File: src/rtl/inst_mem_loader.sv
// inst_mem_loader: boot-time writer for the instruction memory.
//
// Receives a program image as a byte stream and writes it into instruction
// memory one 32-bit word at a time, keeping the CPU held until the whole
// image has arrived and its XOR checksum matches.
//
// Stream: N (16-bit LE word count), N words (4 bytes each, LE), then one
// checksum byte equal to the XOR of every preceding byte.
//
// Ports:
//   clk, rst       system clock, synchronous active-high reset
//   start          pulse; begins a load from IDLE, DONE or ERR
//   in_valid/in_data/in_ready   byte-stream handshake
//   mem_we/mem_addr/mem_wdata   instruction memory write port
//   cpu_hold       high keeps the CPU stalled; low only after a good load
//   load_done      level; image loaded and checksum good
//   load_err       level; oversize length or checksum mismatch
//   words_written  words written during the current load
module inst_mem_loader #(
    parameter int unsigned MEM_WORDS = 256,
    parameter logic [31:0] BASE_ADDR = 32'h0000_0000
) (
    input  logic        clk,
    input  logic        rst,
    input  logic        start,
    input  logic        in_valid,
    input  logic [7:0]  in_data,
    output logic        in_ready,
    output logic        mem_we,
    output logic [31:0] mem_addr,
    output logic [31:0] mem_wdata,
    output logic        cpu_hold,
    output logic        load_done,
    output logic        load_err,
    output logic [15:0] words_written
);

    typedef enum logic [2:0] {
        StIdle,
        StHdrLo,
        StHdrHi,
        StData,
        StWrite,
        StChk,
        StDone,
        StErr
    } state_e;

    state_e      state_q, state_d;
    logic [15:0] n_q, n_d;          // word count from the header
    logic [15:0] count_q, count_d;  // words written so far
    logic [31:0] word_q, word_d;    // word being assembled
    logic [1:0]  idx_q, idx_d;      // byte index within the word
    logic [7:0]  xor_q, xor_d;      // running XOR of accepted bytes

    logic        xfer;
    logic        can_start;
    logic [15:0] hdr_n;

    assign xfer      = in_valid && in_ready;
    assign can_start = (state_q == StIdle) || (state_q == StDone) || (state_q == StErr);
    assign hdr_n     = {in_data, n_q[7:0]};

    // State register and datapath flops.
    always_ff @(posedge clk) begin
        if (rst) begin
            state_q <= StIdle;
            n_q     <= 16'd0;
            count_q <= 16'd0;
            word_q  <= 32'd0;
            idx_q   <= 2'd0;
            xor_q   <= 8'd0;
        end else begin
            state_q <= state_d;
            n_q     <= n_d;
            count_q <= count_d;
            word_q  <= word_d;
            idx_q   <= idx_d;
            xor_q   <= xor_d;
        end
    end

    // Next-state logic.
    always_comb begin
        state_d = state_q;
        unique case (state_q)
            StIdle, StDone, StErr: begin
                if (start) state_d = StHdrLo;
            end
            StHdrLo: begin
                if (xfer) state_d = StHdrHi;
            end
            StHdrHi: begin
                if (xfer) begin
                    if ({16'd0, hdr_n} > MEM_WORDS) state_d = StErr;
                    else if (hdr_n == 16'd0)       state_d = StChk;
                    else                           state_d = StData;
                end
            end
            StData: begin
                if (xfer && (idx_q == 2'd3)) state_d = StWrite;
            end
            StWrite: begin
                state_d = ((count_q + 16'd1) == n_q) ? StChk : StData;
            end
            StChk: begin
                if (xfer) state_d = (in_data == xor_q) ? StDone : StErr;
            end
            default: state_d = StIdle;
        endcase
    end

    // Datapath next-state.
    always_comb begin
        n_d     = n_q;
        count_d = count_q;
        word_d  = word_q;
        idx_d   = idx_q;
        xor_d   = xor_q;

        if (can_start && start) begin
            count_d = 16'd0;
            xor_d   = 8'd0;
            idx_d   = 2'd0;
        end

        // The checksum byte itself never enters the running XOR.
        if (xfer && (state_q != StChk)) xor_d = xor_q ^ in_data;

        if (xfer && (state_q == StHdrLo)) n_d[7:0]  = in_data;
        if (xfer && (state_q == StHdrHi)) n_d[15:8] = in_data;

        // Shift in from the top so the first byte ends up in bits [7:0].
        if (xfer && (state_q == StData)) begin
            word_d = {in_data, word_q[31:8]};
            idx_d  = idx_q + 2'd1;
        end

        if (state_q == StWrite) count_d = count_q + 16'd1;
    end

    // Outputs.
    always_comb begin
        in_ready      = (state_q == StHdrLo) || (state_q == StHdrHi) ||
                        (state_q == StData)  || (state_q == StChk);
        mem_we        = (state_q == StWrite);
        mem_addr      = BASE_ADDR + {14'd0, count_q, 2'b00};
        mem_wdata     = word_q;
        cpu_hold      = (state_q != StDone);
        load_done     = (state_q == StDone);
        load_err      = (state_q == StErr);
        words_written = count_q;
    end

endmodule

File: config.mk
export PLATFORM = sky130hd
export DESIGN_NAME = inst_mem_loader
export DESIGN_NICKNAME = d
export VERILOG_FILES = /design/src/rtl/inst_mem_loader.sv
export SDC_FILE = /design/constraint.sdc
export NUM_CORES = 1
export LEC_CHECK = 0
export CAP_MARGIN = 20
export CORE_UTILIZATION = 45
export CTS_CLUSTER_SIZE = 16
export DETAILED_ROUTE_END_ITERATION = 6
export HOLD_SLACK_MARGIN = 0.15
export PLACE_DENSITY = 0.82
export SLEW_MARGIN = 20
export SYNTH_ARGS = -nofsm -noshare
export SYNTH_HDL_FRONTEND = slang
export SYNTH_SLANG_ARGS = --single-unit
File: constraint.sdc
create_clock -name clk -period 2.5 [get_ports clk]
set_clock_uncertainty 0.2 [all_clocks]
set_input_delay 0.25 -clock clk [delete_from_list [all_inputs] [get_ports clk]]
set_output_delay 0.25 -clock clk [all_outputs]
set_load 0.05 [all_outputs]
==> results of run 1 <==
routing by layer:
layer | vias up | wire length [um]
li1 | 1943 | -
met4 | 0 | 227
met1 | 1838 | 4350
met2 | 123 | 4990
met3 | 22 | 745
met5 | - | 0
final cells by class:
type	count	share of cell area, %
Inverter	12	0.875
Clock buffer	9	2.41
Sequential cell	77	30.2
Multi-Input combinational cell	397	42.5
Timing Repair Buffer	107	20.4
Clock inverter	7	1.09
Tap cell	108	2.62
flip-flops by register name (all words and copies together) (netlist names):
name           count
n_q               16
xor_q              8
words_written     16
state_q            3
idx_q              2
mem_wdata         32
cell usage after synthesis, drive strengths merged (2+ instances only):
library cell	number
nand2	101
dfxtp	77
a21oi	66
nor2	44
buf	37
o21ai	29
clkbuf	26
nand3	13
xnor2	13
inv	12
nor3	9
mux2i	8
nor2b	8
nor4	8
a22oi	7
nand4	7
and3	6
nand2b	6
xor2	6
a31oi	5
a211o	3
a211oi	3
a221oi	3
a311oi	3
and2	3
nand4b	3
a31o	2
and4	2
ha	2
o211a	2
o22ai	2
or2	2
or3	2
path summary, 6_finish.rpt:
path | endpoint | cells past startpoint | slack [ps]
worst min-delay path | mem_wdata[0]$_SDFFE_PP0P_ | 2 | 260
worst min register to register | mem_wdata[0]$_SDFFE_PP0P_ | 2 | 260
worst max register to register | state_q[1]$_SDFFE_PP0P_ | 7 | 150
worst max-delay path | state_q[1]$_SDFFE_PP0P_ | 7 | 150
power groups by stage:
stage / clock, uW / sequential, uW / combinational, uW
floorplan: 0 / 1330 / 376
global placement: 0 / 1330 / 513
detailed placement: 0 / 1330 / 524
CTS: 912 / 1300 / 529
global route: 964 / 1310 / 575
finish: 896 / 1310 / 533
per-stage QoR:
stage	area, um^2	total power [uW]	std cells	util [%]
6_report	5150	2740	717	59.1
5_1_grt	5150	2850	717	59.1
4_1_cts	5130	2750	717	58.9
3_5_place_dp	4940	1860	700	56.7
3_3_place_gp	4940	1840	700	56.7
2_1_floorplan	4140	1710	549	-
timing repair:
action                                  CTS  global route
gates resized for setup                   0             4
hold buffers                              1             0
endpoints found under the hold margin     8             0
endpoints found under the setup margin    0             4
cell families after synthesis:
kind of cell    after synthesis
xor+xnor                     19
mux                           8
buf+inv                      75
compound gates              134
flops                        77
fa+ha+maj                     2
simple gates                218
other cells                   1
worst register-to-register path: stages (launching register included):
cell,delay [ps]
sky130_fd_sc_hd__dfxtp_2,450
sky130_fd_sc_hd__ha_1,250
sky130_fd_sc_hd__nand3_2,160
sky130_fd_sc_hd__nor3_1,410
sky130_fd_sc_hd__a21oi_1,150
sky130_fd_sc_hd__a31o_2,260
sky130_fd_sc_hd__and3_1,160
sky130_fd_sc_hd__a31oi_1,210
==> results.md, run 1 <==
Outcome:
- The run finished with clean final reports.

Clocking:
- The H-tree depth reported by CTS is 3.
- The clock tree from TritonCTS is built.
- The tree is rooted in a sky130_fd_sc_hd__clkbuf_8.
- The number of clock buffers inserted by TritonCTS is 9.
- CTS saw 77 sinks.
- The number of setup buffers added after CTS is 0.
- The number of buffers between clock root and the deepest sink is 2.
- The clock latency on the worst-skew pair is 360 ps.
- The register clock-pin slew on the reported worst setup and hold paths is 90 ps.

GRT:
- met2 is the most crowded layer.
- The initial antenna violation count is 0.
- After global routing the overflow that remains totals 0.
- The number of global-route vias before repair was 3655.
- For met3 alone, demand over resource in global routing was 5.68%.
- The wire length of the first global-routing pass is 17100 um.
- The global-route track usage on met2 is 37.3%.
- Across every metal layer, demand over resource in global routing totals 21.8%.
- Entering global routing, the biggest net connects 37 pins.
- For this run, global-route usage on met1 was measured as 26.3%.

Worst setup path:
- On the worst path, the slowest cell contributes a delay of 450 ps.
- The critical path starts at words_written[0]$_SDFFE_PP0P_.
- Counting both buffers and inverters, the worst setup path holds a total of 0.
- The arrival time reported for the critical path endpoint is 2410 ps.
- The kind of end point of the critical path is a flop.
- The classification of the worst setup path is reg -> reg.
- The startpoint of the lowest-slack register-to-register path is words_written[0]$_SDFFE_PP0P_.
- The cell with the largest stage delay on the worst path is sky130_fd_sc_hd__dfxtp_2.
- The endpoint required time on the critical path is 2560 ps.
- The critical-path maximum fanout is 10.
- The worst setup path is launched from a flop.
- In this design, the largest share of critical-path delay is due to simple AND/OR/NAND/NOR gates.
- The critical path goes through ha_1 -> nand3_2 -> nor3_1 -> a21oi_1 -> a31o_2 -> and3_1 -> a31oi_1.

Floorplanning:
- The die width is 97.1 um.
- The number of rows created at floorplan is 34.
- The top-level I/O count is 97.
- The floorplan step set the die height to 97.1 um.
- The die area is 9430 um^2.
- The initial core utilization is 46.7%.
- The floorplan step defined a core boundary enclosing 8720 um^2.

Route:
- The via count is 3926.
- The number of nets with antenna violations after routing is 0.
- The number of vias per cell is 5.48.
- For this block, the routed nets add up to 10300 um of wire.
- After detailed routing, the average wire length per cell comes to 14.4 um.
- The pre-antenna-repair detailed-routing pass consisted of 4 iterations.
- The detailed router's first-iteration violation count is 178.
- The DRC violation count after routing is 0.

Timing:
- The final sum of negative setup slack is 0 ps.
- The post-route worst setup slack is 148 ps.
- The final period demand of the worst path is 2350 ps.
- The transition time of the tightest slew-check pin is 540 ps.
- Setup violations remaining at the end of the flow were counted as 0.
- The count of final max-slew check failures came to 0.
- The worst relative slew slack is 63.9%.
- The number of hold violations in the final report is 0.
- Setup repair after global routing left no endpoint under its margin.
- The fmax is 425 MHz.
- The smallest hold slack is 262 ps.
- The final period utilization is 94.1%.

Yosys:
- During synthesis, Yosys emitted a total of 0 warnings.
- The synthesized netlist devotes 19.8% of its cell area to compound gates.
- The top cell type by area accounts for 37.9% of the synthesized area.
- The synthesized-area fraction occupied by and/or/nand/nor cells is 25.5%.
- Counting flops and latches in the post-synthesis netlist gives 77.
- The combinational family with the most area after synthesis is simple AND/OR/NAND/NOR gates.
- The area share of xor/xnor cells in the synthesized design is 4.09%.
- Among all flip-flop cells after synthesis, the most frequent one is sky130_fd_sc_hd__dfxtp_1.
- The biggest area contributor in the post-synthesis netlist is sky130_fd_sc_hd__dfxtp_1.
- The area of the mapped netlist is 4070 um^2.
- The number of distinct standard cells referenced by the synthesized netlist is 54.
- By area the synthesized netlist is led by sky130_fd_sc_hd__dfxtp_1 (38%), sky130_fd_sc_hd__nand2_1 (9.3%), sky130_fd_sc_hd__a21oi_1 (8.1%).
- The number of flops mapped to enable cells by yosys is 0.
- A synthesized cell averages 7.62 um^2.
- The post-synthesis adder-cell area fraction is 0.615%.
- In the synthesized netlist the async set-or-reset flop fraction comes to 0%.
- Synthesis produced a netlist whose cell count is 534.
- Multiplexer cells account for 1.97% of the synthesized area.
- For this run, the register share of the synthesized area comes to 37.9%.

Power and ir drop:
- The sequential fraction of design power is 47.8%.
- Of the total power, combinational logic draws 19.5%.
- Summed over all cells, the static leakage comes to 0.00185 uW.
- In this run the power spent charging and discharging nets is 906 uW.
- The internal power is 1830 uW.
- In this run switching power makes up 33.1% of total power.
- The share of total power dissipated in the clock network is 32.8%.
- The power per cell area is 531 nW/um^2.
- The maximum VDD drop is 0.389 mV.

Min path:
- The launch instance of the worst min-delay path is mem_wdata[8]$_SDFFE_PP0P_.
- In this run the worst hold path is classified as reg -> reg.

Layout:
- The number of nets in the finished design is 618.
- In the layout the commonest cells are sky130_fd_sc_hd__nand2_1 (101), sky130_fd_sc_hd__clkdlybuf4s50_1 (74), sky130_fd_sc_hd__dfxtp_1 (67).
- Counting the fill cells in the layout gives 768.
- The library cell used most frequently in the layout, excluding fill and tap cells, is sky130_fd_sc_hd__nand2_1.
- The layout-stage area growth over the synthesis result is 26.6%.
- Summing all flip-flop and latch instances after layout gives 1550 um^2.
- The post-route netlist has 11.7% of its cells at a drive strength greater than 1.
- The multi-input combinational cells in the finished layout cover a total of 2190 um^2.
- The repair_antennas step left the layout with diodes totalling 0.

Place:
- Routability-driven placement finished with a final weighted congestion of 0.911.
- At the placement stage, the worst setup path has a slack of 131 ps.
- In this run the tool buffered the top-level ports with 80 buffer cells.
- The HPWL after detailed placement is 7380 um.

Flow run:
- The tool flagged a number of max-cap violations equal to 0.
No activity file was read; power rests on OpenSTA's default activity.
==> inputs of run 2 (changes only) <==
--- a/config.mk
+++ b/config.mk
@@ -11,6 +11,7 @@
 export DETAILED_ROUTE_END_ITERATION = 6
 export HOLD_SLACK_MARGIN = 0.15
 export PLACE_DENSITY = 0.82
+export SKIP_CTS_REPAIR_TIMING = 1
 export SLEW_MARGIN = 20
 export SYNTH_ARGS = -nofsm -noshare
 export SYNTH_HDL_FRONTEND = slang
==> run 2 against run 1 <==
Against the previous run:
- non-clock buffer count did not move
- highest routed layer unchanged
- sequential power barely moved
- global-route usage decreased by 0.077 points
- design area stayed put
- critical endpoint unchanged
- first-iteration DRC count is 15% higher
- worst setup slack got worse by 2.3 ps
- sequential cell count unchanged
==> results.md, run 2 (synthesis results as in run 1) <==
Outcome:
- The run finished with clean final reports.

Clocking:
- The number of sinks on the clock net is 77.
- Buffers inserted during clock tree synthesis total 9.
- The tree is rooted in a sky130_fd_sc_hd__clkbuf_8.
- The clock tree from TritonCTS is built.
- The register clock-pin slew on the reported worst setup and hold paths is 90 ps.
- The clock tree synthesis step divided the H-tree into 3 levels.
- The clock latency on the worst-skew pair is 360 ps.
- The number of buffers between clock root and the deepest sink is 2.

Worst setup path:
- The worst setup path is captured at a flop.
- The kind of cell adding the most delay to the critical path is simple AND/OR/NAND/NOR gates.
- STA puts the critical path data arrival time at 2420 ps.
- Counting buffers and inverters, the worst setup path is 7 cells deep.
- For the worst setup path, the data required time is 2560 ps.
- The classification of the worst setup path is reg -> reg.
- The signal on the critical path passes through ha_1 -> nand3_2 -> nor3_1 -> a21oi_1 -> a31o_2 -> and3_1 -> a31oi_1.
- STA classifies the critical path startpoint as a flop.
- The critical-path maximum fanout is 10.
- The depth of the worst register-to-register path is 7.
- On the worst path, the slowest cell contributes a delay of 450 ps.
- The cell with the largest stage delay on the worst path is sky130_fd_sc_hd__dfxtp_2.
- Together, buffers and inverters on the worst path number 0.

Power and ir drop:
- The maximum VDD drop is 0.386 mV.
- In this run the power density over the cells is 531 nW/um^2.
- The combinational share of power is 19.5%.
- Per report_power, the clock group accounts for 32.8% of the total.
- Of the total power, registers draw 47.8%.
- Summed over all nets, the switching power comes to 905 uW.
- Cell internal power was estimated by the tool at 1830 uW.
- In this run the static leakage power is 0.00185 uW.
- In this run switching power makes up 33.1% of total power.

Route:
- The number of vias per cell is 5.52.
- In this run, the number of DRC markers left after iteration 0 of detailed routing was 204.
- In the routed design, unresolved DRC markers number 0.
- The first-pass detailed-route iteration total is 4.
- The number of nets with antenna violations after routing is 0.
- For this block, the routed nets add up to 10400 um of wire.
- In the final routed layout, each cell accounts on average for 14.5 um.
- For this block, the via count after detailed routing is 3961.

Floorplanning:
- The core region is 8720 um^2.
- The floorplan step set the die height to 97.1 um.
- The initial core utilization is 46.7%.
- The number of rows created at floorplan is 34.
- The die area is 9430 um^2.
- The top-level I/O count is 97.
- In this run the horizontal extent of the chip is 97.1 um.

Layout:
- The most frequent standard cell in the layout excluding fill and tap cells is sky130_fd_sc_hd__nand2_1.
- The repair_antennas step left the layout with diodes totalling 0.
- The post-layout instance count excluding filler cells is 717.
- The share of final-layout standard cells stronger than drive strength 1 is 11.7%.
- The library cells used most frequently in the layout, excluding fill and tap cells, are sky130_fd_sc_hd__nand2_1 (101), sky130_fd_sc_hd__clkdlybuf4s50_1 (74), sky130_fd_sc_hd__dfxtp_1 (67).
- The area growth from synthesis to layout is 26.6%.
- The net count of the finished layout is 618.
- Cells fill 59.1% of the core in the end.
- The register with the most flip-flops in the layout has 32 of them.

GRT:
- Entering global routing, the biggest net connects 37 pins.
- The initial antenna violation count is 0.
- The number of global-route vias before repair was 3655.
- The wire length of the first global-routing pass is 17000 um.
- The aggregate global-route resource usage is 21.7%.
- Global routing finished with a remaining overflow of 0.

Place:
- The number of cells in the design after placement is 700.
- The HPWL after detailed placement is 7380 um.
- The total of buffers placed on input and output ports is 80.
- At the end of routability-driven placement, the weighted congestion stood at 0.911.

Flow run:
- The max-cap check violation count is 0.

Timing:
- Setup violations remaining at the end of the flow were counted as 0.
- The number of hold violations in the final report is 0.
- Setup repair after global routing left no endpoint under its margin.
- The routed design could run at a clock period as short as 2350 ps.
- Final hold analysis gives a worst-case slack of 263 ps.
- Measured against its own limit, the worst slew margin works out to 64.4%.
- The count of final max-slew check failures came to 0.
- The transition time of the tightest slew-check pin is 532 ps.
- In the finished design, the share of the clock period the worst path needs comes to 94.2%.
- Derived from the worst setup path, the maximum achievable clock frequency is 425 MHz.
- The final sum of negative setup slack is 0 ps.

Min path:
- The worst hold path belongs to the class reg -> reg.
- Along the worst hold path, the cell count comes to 2.
[run 2: cell counts in the layout (fill, tap and decap cells not counted)]
No cell type changed its count.
[run 2: power groups by stage]
stage          logic (uW)  registers [uW]  clock network, uW
2_1_floorplan         376            1330                  0
3_5_place_dp          524            1330                  0
6_report              533            1310                896
5_1_grt               575            1310                964
3_3_place_gp          513            1330                  0
4_1_cts               528            1300                912
[run 2: per-stage QoR]
stage	cell area (um^2)	worst slack, ps	total power, uW
3_5_place_dp	4940	131	1860
5_1_grt	5150	44.7	2850
3_3_place_gp	4940	254	1840
6_report	5150	146	2730
4_1_cts	5120	0.167	2740
2_1_floorplan	4140	24.0	1710
[run 2: area by class of cell]
class	count	area (um^2)
clock buffers	9	124
clock inverters	7	56.3
fillers	769	3570
inverters	12	45.0
multi-input cells	397	2190
flip-flops and latches	77	1550
well taps	108	135
repair buffers	107	1050
[run 2: worst paths after layout]
path / start / end / slack (ps)
hold / removal: mem_wdata[0]$_SDFFE_PP0P_ / mem_wdata[0]$_SDFFE_PP0P_ / 260
hold reg to reg: mem_wdata[0]$_SDFFE_PP0P_ / mem_wdata[0]$_SDFFE_PP0P_ / 260
setup reg to reg: words_written[0]$_SDFFE_PP0P_ / state_q[1]$_SDFFE_PP0P_ / 150
setup / recovery: words_written[0]$_SDFFE_PP0P_ / state_q[1]$_SDFFE_PP0P_ / 150
[run 2: worst min-delay path, stage by stage, from the launching register on]
cell and delay (ps):
sky130_fd_sc_hd__dfxtp_1 320, sky130_fd_sc_hd__nand2_1 50, sky130_fd_sc_hd__a21oi_1 50
[run 2: layer usage]
| layer | share of wire [%] | track usage [%] | routed length, um | vias up |
|---|---|---|---|---|
| met5 | 0 | 0 | 0 | - |
| met4 | 1.7 | 8.04 | 173 | 0 |
| met3 | 6.7 | 5.76 | 701 | 16 |
| met2 | 50 | 37.1 | 5180 | 138 |
| met1 | 42 | 26.2 | 4340 | 1861 |
| li1 | - | - | - | 1946 |
